==> config.mk <==
export PLATFORM = sky130hd
export DESIGN_NAME = ram_arbiter
export DESIGN_NICKNAME = d
export VERILOG_FILES = /design/src/rtl/ram_ctrl_pkg.sv /design/src/rtl/ram_rr_arb2.sv /design/src/rtl/ram_arbiter.sv
export SDC_FILE = /design/constraint.sdc
export NUM_CORES = 1
export LEC_CHECK = 0
export ABC_AREA = 1
export CORE_ASPECT_RATIO = 1.25
export CORE_MARGIN = 2
export CORE_UTILIZATION = 40
export CTS_BUF_LIST = sky130_fd_sc_hd__clkbuf_16
export DETAILED_ROUTE_END_ITERATION = 16
export PLACE_DENSITY_LB_ADDON = 0.12
export SYNTH_ARGS = -nofsm -noshare
export SYNTH_HDL_FRONTEND = slang
export SYNTH_SLANG_ARGS = --single-unit
==> constraint.sdc <==
create_clock -name clk -period 4.5 [get_ports clk]
set_clock_uncertainty 0.15 [all_clocks]
set_input_delay 0.675 -clock clk [delete_from_list [all_inputs] [get_ports clk]]
set_output_delay 0.675 -clock clk [all_outputs]
set_load 0.03 [all_outputs]
==> src/rtl/ram_ctrl_pkg.sv <==
// Shared types and default sizes for the two-requester RAM access controller.
// Imported by the arbiter core and the top-level controller.
package ram_ctrl_pkg;

    localparam int MEM_WIDTH_DEF = 8;
    localparam int MEM_DEPTH_DEF = 256;

    typedef enum logic {
        ST_INIT,
        ST_RUN
    } state_t;

    typedef enum logic {
        REQ_A,
        REQ_B
    } req_id_t;

    function automatic req_id_t other_req(input req_id_t id);
        return (id == REQ_A) ? REQ_B : REQ_A;
    endfunction

endpackage

==> src/rtl/ram_rr_arb2.sv <==
// Combinational two-requester round-robin grant logic with write/read pairing:
// a write and a read to different addresses can both be granted in one cycle.
module ram_rr_arb2
    import ram_ctrl_pkg::*;
#(
    parameter int ADDR_SIZE = 8
) (
    input  logic                 en,
    input  req_id_t              ptr,
    input  logic                 a_req,
    input  logic                 a_we,
    input  logic [ADDR_SIZE-1:0] a_addr,
    input  logic                 b_req,
    input  logic                 b_we,
    input  logic [ADDR_SIZE-1:0] b_addr,
    output logic                 a_gnt,
    output logic                 b_gnt,
    output req_id_t              ptr_next
);

    logic pairable;

    // A write and a read never collide on the RAM unless they hit the same word.
    assign pairable = (a_we != b_we) && (a_addr != b_addr);

    always_comb begin
        a_gnt    = 1'b0;
        b_gnt    = 1'b0;
        ptr_next = ptr;
        if (en) begin
            if (a_req && !b_req) begin
                a_gnt    = 1'b1;
                ptr_next = REQ_B;
            end else if (b_req && !a_req) begin
                b_gnt    = 1'b1;
                ptr_next = REQ_A;
            end else if (a_req && b_req) begin
                if (pairable) begin
                    a_gnt = 1'b1;
                    b_gnt = 1'b1;
                end else begin
                    a_gnt    = (ptr == REQ_A);
                    b_gnt    = (ptr == REQ_B);
                    ptr_next = other_req(ptr);
                end
            end
        end
    end

endmodule

==> src/rtl/ram_arbiter.sv <==
// Access controller for a shared dual-port RAM: clears the memory after reset,
// then arbitrates requesters A and B onto the RAM write and read ports.
module ram_arbiter
    import ram_ctrl_pkg::*;
#(
    parameter int MEM_WIDTH = MEM_WIDTH_DEF,
    parameter int MEM_DEPTH = MEM_DEPTH_DEF,
    parameter int ADDR_SIZE = $clog2(MEM_DEPTH)
) (
    input  logic                 clk,
    input  logic                 rst,
    input  logic                 a_req,
    input  logic                 a_we,
    input  logic [ADDR_SIZE-1:0] a_addr,
    input  logic [MEM_WIDTH-1:0] a_wdata,
    output logic                 a_gnt,
    output logic                 a_rvalid,
    output logic [MEM_WIDTH-1:0] a_rdata,
    input  logic                 b_req,
    input  logic                 b_we,
    input  logic [ADDR_SIZE-1:0] b_addr,
    input  logic [MEM_WIDTH-1:0] b_wdata,
    output logic                 b_gnt,
    output logic                 b_rvalid,
    output logic [MEM_WIDTH-1:0] b_rdata,
    output logic                 init_done,
    output logic                 ram_wr_en,
    output logic [ADDR_SIZE-1:0] ram_addr_wr,
    output logic [MEM_WIDTH-1:0] ram_din,
    output logic                 ram_rd_en,
    output logic [ADDR_SIZE-1:0] ram_addr_rd,
    input  logic [MEM_WIDTH-1:0] ram_dout
);

    localparam logic [ADDR_SIZE-1:0] LAST_ADDR = ADDR_SIZE'(MEM_DEPTH - 1);

    state_t               state_reg, state_next;
    logic [ADDR_SIZE-1:0] cnt_reg, cnt_next;
    req_id_t              ptr_reg, ptr_next, arb_ptr;
    logic                 arb_en;
    logic [1:0]           gnt_vec, we_vec, rvalid_reg, rvalid_out;
    logic [MEM_WIDTH-1:0] rdata_out [2];

    assign arb_en    = (state_reg == ST_RUN) && !rst;
    assign init_done = (state_reg == ST_RUN) && !rst;

    ram_rr_arb2 #(
        .ADDR_SIZE (ADDR_SIZE)
    ) u_arb (
        .en       (arb_en),
        .ptr      (ptr_reg),
        .a_req    (a_req),
        .a_we     (a_we),
        .a_addr   (a_addr),
        .b_req    (b_req),
        .b_we     (b_we),
        .b_addr   (b_addr),
        .a_gnt    (gnt_vec[0]),
        .b_gnt    (gnt_vec[1]),
        .ptr_next (arb_ptr)
    );

    assign we_vec = {b_we, a_we};
    assign a_gnt  = gnt_vec[0];
    assign b_gnt  = gnt_vec[1];

    always_comb begin
        state_next = state_reg;
        cnt_next   = cnt_reg;
        ptr_next   = ptr_reg;
        case (state_reg)
            ST_INIT: begin
                cnt_next = cnt_reg + ADDR_SIZE'(1);
                if (cnt_reg == LAST_ADDR) begin
                    state_next = ST_RUN;
                end
            end
            ST_RUN: begin
                ptr_next = arb_ptr;
            end
            default: state_next = ST_INIT;
        endcase
    end

    always_ff @(posedge clk) begin
        if (rst) begin
            state_reg  <= ST_INIT;
            cnt_reg    <= '0;
            ptr_reg    <= REQ_A;
            rvalid_reg <= '0;
        end else begin
            state_reg  <= state_next;
            cnt_reg    <= cnt_next;
            ptr_reg    <= ptr_next;
            rvalid_reg <= gnt_vec & ~we_vec;
        end
    end

    // Read data is steered to whichever requester owns the read issued last cycle;
    // outputs are masked during reset so a read in flight never surfaces.
    for (genvar gi = 0; gi < 2; gi++) begin : g_rd_ret
        assign rvalid_out[gi] = rvalid_reg[gi] & ~rst;
        assign rdata_out[gi]  = rvalid_out[gi] ? ram_dout : '0;
    end

    assign a_rvalid = rvalid_out[0];
    assign b_rvalid = rvalid_out[1];
    assign a_rdata  = rdata_out[0];
    assign b_rdata  = rdata_out[1];

    always_comb begin
        ram_wr_en   = 1'b0;
        ram_addr_wr = '0;
        ram_din     = '0;
        ram_rd_en   = 1'b0;
        ram_addr_rd = '0;
        if (!rst) begin
            if (state_reg == ST_INIT) begin
                ram_wr_en   = 1'b1;
                ram_addr_wr = cnt_reg;
            end else begin
                if (a_gnt && a_we) begin
                    ram_wr_en   = 1'b1;
                    ram_addr_wr = a_addr;
                    ram_din     = a_wdata;
                end else if (b_gnt && b_we) begin
                    ram_wr_en   = 1'b1;
                    ram_addr_wr = b_addr;
                    ram_din     = b_wdata;
                end
                if (a_gnt && !a_we) begin
                    ram_rd_en   = 1'b1;
                    ram_addr_rd = a_addr;
                end else if (b_gnt && !b_we) begin
                    ram_rd_en   = 1'b1;
                    ram_addr_rd = b_addr;
                end
            end
        end
    end

endmodule

======== Word-level counts from Yosys, hierarchy flattened ========
Index checks and enable logic that the tools add are counted.
cells by class
  add/sub/neg operators ................... 1
  $mul .................................... 0
  divide/modulo/power cells ............... 0
  magnitude comparators ................... 0
  equal/unequal tests ..................... 4
  shift-type cells ........................ 0
  multiplexer cells ....................... 39
  bitwise logic cells ..................... 6
  reductions and logical operators ........ 16
operators with widths
  kind                                                            count
  8-bit 2-to-1 mux                                                14
  1-bit 2-to-1 mux                                                25
  1-bit logical AND                                               9
  8-bit by 1-bit adder with 8-bit output (second input constant)  1
  8-bit equality test (second input constant)                     1
  8-bit != test                                                   1
  1-bit zero test                                                 5
  4-bit AND reduction                                             1
  3-bit != test (second input constant)                           1
  3-bit nonzero test                                              1
  1-bit bitwise AND                                               2
  2-bit bitwise AND                                               1
  1-bit inverter                                                  2
  2-bit inverter                                                  1
  1-bit != test                                                   1
storage, ports and cells
  register bits ........................... 12
  latch bits .............................. 0
  bits in writable memories ............... 0
  bits in read-only memories .............. 0
  input bits .............................. 46
  output and inout port bits .............. 47
  logic and storage cells ................. 70
  memories kept ........................... 0

======== Depth between registers and ports, before layout ========
Gate-level depths: netlist of run 1.
  depth in word-level cells ............... 12
  mapped depth ............................ 15
  depth with buffers taken out ............ 14

======== Hierarchy ========
A second synthesis of run 1 with hierarchy kept.
second synthesis, totals
  cells, all modules ...................... 254
  area total of the unflattened synthesis .. 1373.8 um2
modules (own cells, without submodules)
  module       instances  cells each  area an instance (um2)  seq. area each (um2)
  ram_arbiter  1          208         1156.1                  240.2
  ram_rr_arb2  1          46          217.7                   0.0

======== Least setup slack after synthesis of run 1 ========
OpenSTA, ideal clock, no wires.
  path type ............................... input -> output
  start point ............................. in a_req
  end point ............................... out ram_addr_rd[0]
  data arrival time ....................... 2.154 ns
  required time ........................... 3.675 ns
  setup slack ............................. 1.521 ns
  cell stages on the path ................. 8
  buffers on the path ..................... 0
  cells stage by stage .................... inv_1 ha_1 nor2_1 nor3_4 nand2_4 inv_1 nand2_2 o22ai_1
on the way
  cells in the longest elaborated chain, start to end .. 10
  elaborated cells between the ends (all ways) .. 18
ends and longest elaborated chain
  what                                                   line                                  text
  start: declaration                                     ram_arbiter.sv:12                     input logic a_req,
  1-bit logical AND or 1-bit zero test (tied branches)   ram_rr_arb2.sv:37, ram_rr_arb2.sv:34
  1-bit 2-to-1 mux or 1-bit logical AND (tied branches)  ram_rr_arb2.sv:37, ram_rr_arb2.sv:34
  1-bit 2-to-1 mux                                       ram_rr_arb2.sv:34                     end else if (b_req && !a_req) begin
  1-bit 2-to-1 mux *                                     ram_rr_arb2.sv:31                     if (a_req && !b_req) begin
  1-bit 2-to-1 mux *                                     ram_rr_arb2.sv:30                     if (en) begin
  net b_gnt                                              ram_arbiter.sv:23                     output logic b_gnt,
  1-bit logical AND *                                    ram_arbiter.sv:134                    end else if (b_gnt && !b_we) begin
  8-bit 2-to-1 mux *                                     ram_arbiter.sv:134
  8-bit 2-to-1 mux *                                     ram_arbiter.sv:131                    if (a_gnt && !a_we) begin
  8-bit 2-to-1 mux *                                     ram_arbiter.sv:118                    if (state_reg == ST_INIT) begin
  8-bit 2-to-1 mux *                                     ram_arbiter.sv:117                    if (!rst) begin
  end: declaration                                       ram_arbiter.sv:31                     output logic [ADDR_SIZE-1:0] ram_addr_rd,
Mark *: on every way through the listed nets, which the timed path passes. The rest lies on a longest branch.

======== Worst setup path in the final report of run 1 ========
  start point ............................. in rst
  end point ............................... out ram_addr_wr[2]
on the way
  cells in the longest elaborated chain, start to end .. 8
  elaborated cells between the ends (all ways) .. 10
ends and longest elaborated chain
  what                line                text
  start: declaration  ram_arbiter.sv:11   input logic rst,
  1-bit zero test     -
  1-bit logical AND   ram_arbiter.sv:44   assign arb_en = (state_reg == ST_RUN) && !rst;
  1-bit 2-to-1 mux    ram_rr_arb2.sv:30
  1-bit logical AND   ram_arbiter.sv:126  end else if (b_gnt && b_we) begin
  8-bit 2-to-1 mux    ram_arbiter.sv:126
  8-bit 2-to-1 mux    ram_arbiter.sv:122  if (a_gnt && a_we) begin
  8-bit 2-to-1 mux    ram_arbiter.sv:118
  8-bit 2-to-1 mux *  ram_arbiter.sv:117
  end: declaration    ram_arbiter.sv:28   output logic [ADDR_SIZE-1:0] ram_addr_wr,
Every way passes the cells marked *; elsewhere a longest branch is shown, timed or not.

==> impl_results.md, run 1 <==
* Status: completed
* Final-report setup violation count at 0
* # diodes at 0
* GP Congestion at 0.854
* Total Wirelength at 4530 um
* Asr flop ratio synth at 0%
* IO Port Bufs at between 90 and 100
* DRC at 0
* Clock sink total at 12
* Worst VDD drop at 0.142 mV
* Setup WS post-layout at 0.498 ns
* EDFF count, synth at 0
* DP HPWL at 3700 um
* CTS resizes at 0
* Vias/cell at 4.93
* Max FO, Critical Path at 17
* Total GRT Usage at 22.6%
* Root Buffer Master: clkbuf_16
* Yosys top cell by area: nand2_1
* Clock power share at 44.3%
* Clk buf depth at 2
* Max reg flops at 8
* Sw power at 0.0000941 W
* Yosys warns at 0
* First-pass GRT wire length at 7510 um
* I/O pin cnt at 93
* Slowest CP cell: clkdlybuf4s50_1
* Vias in the first global route at 1710
* Reg power frac at 29.9%
* Final hold violation count at 0
* Net Count, Synth at 303
* Initial Util at between 40% and 50%
* Fin crit period at 4.00 ns
* Slew Limit Fails at 0
* Initial antenna violation count at 0
* WP data arrival at 3.18 ns
* Drt first pass iters at 4
* Top_reg_cell synth: dfxtp_1
* Postcts setup bufs at 0
* Switching share of power at between 20 and 30%
* CTS H-tree depth at 1
* Die Wd at 57.6 um
* Tcrit/Tclk final at 88.9%
* Clock Latency Late Sink at 0.24 ns
* Critical Path RT at ~3.7 ns
* Area contributors post-synth: nand2_1 (24%), dfxtp_1 (17%), inv_1 (11%)
* Layout overhead on the synthesized area at 69.8%
* Initial DRC count at 97
* Post-DR wirelength/cell at about 12 um
* Largest net degree at the start of global routing at 18
* Relative slew slack at 67.8%
* Dpl ws at between 0.5 and 0.6 ns
* Die Ht at 71.1 um
* Fin nets at 395
* RSZ-0062 raised after global routing: no
* Buf+Inv Stages, Crit Path at 4
* Post-synthesis cell area at about 1400 sq um
* Endpoint class of the critical path: primary output
* Critical Path Max Stage Delay at 0.67 ns
* HP Class: flop to flop
* CTS Buf Count at 3
* Lkg Pwr at 1.23 nW
* Seq/Total Area, Yosys at 16.7%
* Top cell type's share of synthesized area at 23.7%
* Power share of the combinational group at between 20% and 30%
* Max frequency at 250 MHz
* PwrDens at 152 nW/um^2
* Mapped Cells at roughly 250
* FF+latch count, synth at 12
* Count of different cell masters after synthesis at 33
* Commonest cells post-synth: nand2_1 (91), inv_1 (43), nor2_1 (27)
* Worst-Margin Slew at about 0.48 ns
* Layout cells sized above 1 at 7.87%
* WS Path Type: primary input to primary output
* Hold buffer count at CTS at 0
* Cell Chain, Critical Path: clkdlybuf4s50_1 > nor2_8 > inv_4 > nor3_4 > nand2_4 > nor2_8 > nand2_1 > nand3_1 > nand2_1 > inv_1 > clkdlybuf4s50_1
* Final total negative setup slack at 0 ns
* Delay-heaviest family, CP: buffers and inverters
* TritonCTS clock tree: done
* Internal Power at roughly 0.00028 W
* DIE AREA at between 4000 and 5000 sq um
* Clk pin slew, worst setup/hold paths at approximately 0.05 ns
* Rows at 24
* Core ar. at 3450 sq um
* Synthesized area per cell at 5.71 sq um
* DR vias at 1882
* Max-Cap Viols at 0
* Top-count cell post-synth: nand2_1
* Gr ovfl total at 0
* Antenna viol nets, final at 0
* Startpoint Class: primary input
[logic make-up after synthesis]
family / after synthesis / share of synthesized area (%)
AO/OA/AOI/OAI: 19 / 7.56
buffers and inverters: 55 / 16.8
XOR/XNOR: 5 / 3.04
flip-flops: 12 / 16.7
AND/OR/NAND/NOR: 156 / 51.6
adder cells (fa/ha/maj): 5 / 4.35
[worst min-delay path, delay by kind of cell, from the launching register on]
kind / cells / cell delay (ns)
flip-flops: 1 / 0.33
AND/OR/NAND/NOR: 1 / 0.07
AO/OA/AOI/OAI: 1 / 0.05
[cells in the final DEF (no fill, tap or decap), types with 2 or more instances in the layout]
cell,n
ha_1,5
a31oi_1,2
clkdlybuf4s50_1,92
nand4_1,8
dfxtp_1,12
nand2_2,6
a21oi_1,5
nand2_4,3
o21ai_1,5
inv_2,3
nand3_1,8
nand2_1,91
nor2_8,3
o21ai_0,3
xor2_1,2
nand3_2,2
inv_1,43
nor3_1,4
xnor2_1,3
nor2_1,27
clkbuf_16,3
inv_4,2
[power by group through the flow]
stage	Combinational (W)	Clock [W]	Sequential, W
after floorplan	0.0000411	0	0.000113
after global placement	0.0000938	0	0.000113
after detailed placement	0.0000959	0	0.000113
after CTS	0.0000962	0.000164	0.000111
after global routing	0.000104	0.000172	0.000111
final	0.0000961	0.000165	0.000111
[metrics by stage]
step | util [%] | hold WS [ns] | cell area (sq um) | instances | total power, W
after global placement | 68.5 | 0.338 | 2360 | 378 | 0.000207
after floorplan | - | 0.316 | 1440 | 252 | 0.000154
final | 70.8 | 0.350 | 2440 | 382 | 0.000372
after global routing | 70.8 | 0.384 | 2440 | 382 | 0.000388
after detailed placement | 68.5 | 0.338 | 2360 | 378 | 0.000209
after CTS | 70.8 | 0.352 | 2440 | 382 | 0.000371
[final cells by class]
type,count,area (sq um)
sequential,12,240
clock buffer,3,75.1
inverter,49,190
clock inverter,1,3.75
tap,39,48.8
timing repair buffer,93,928
multi-input combinational,185,957
fill,326,1010
[routing by layer]
| layer | global-route usage, % | up-vias | wire (um) |
|---|---|---|---|
| met4 | 11.6 | 0 | 161 |
| met1 | 26.0 | 822 | 1780 |
| li1 | - | 952 | - |
| met3 | 4.57 | 14 | 430 |
| met2 | 38.6 | 94 | 2160 |
| met5 | 0 | - | 0 |
[worst paths after layout]
path | depth (start not counted) | slack [ns] | startpoint | to
setup / recovery | 11 | 0.50 | rst | ram_addr_wr[2]
hold / removal | 2 | 0.35 | cnt_reg[0]$_SDFFE_PP0N_ | cnt_reg[0]$_SDFFE_PP0N_
setup reg to reg | 8 | 2.74 | state_reg$_SDFF_PP0_ | rvalid_reg[1]$_SDFF_PP0_
hold reg to reg | 2 | 0.35 | cnt_reg[0]$_SDFFE_PP0N_ | cnt_reg[0]$_SDFFE_PP0N_
Power figures use the tool's default switching activity.
==> inputs of run 2 (changes only) <==
- GPL_ROUTABILITY_DRIVEN: not set -> 0
==> results of run 2 <==
No change in the layout: final DEF, timing and power equal those of run 1.
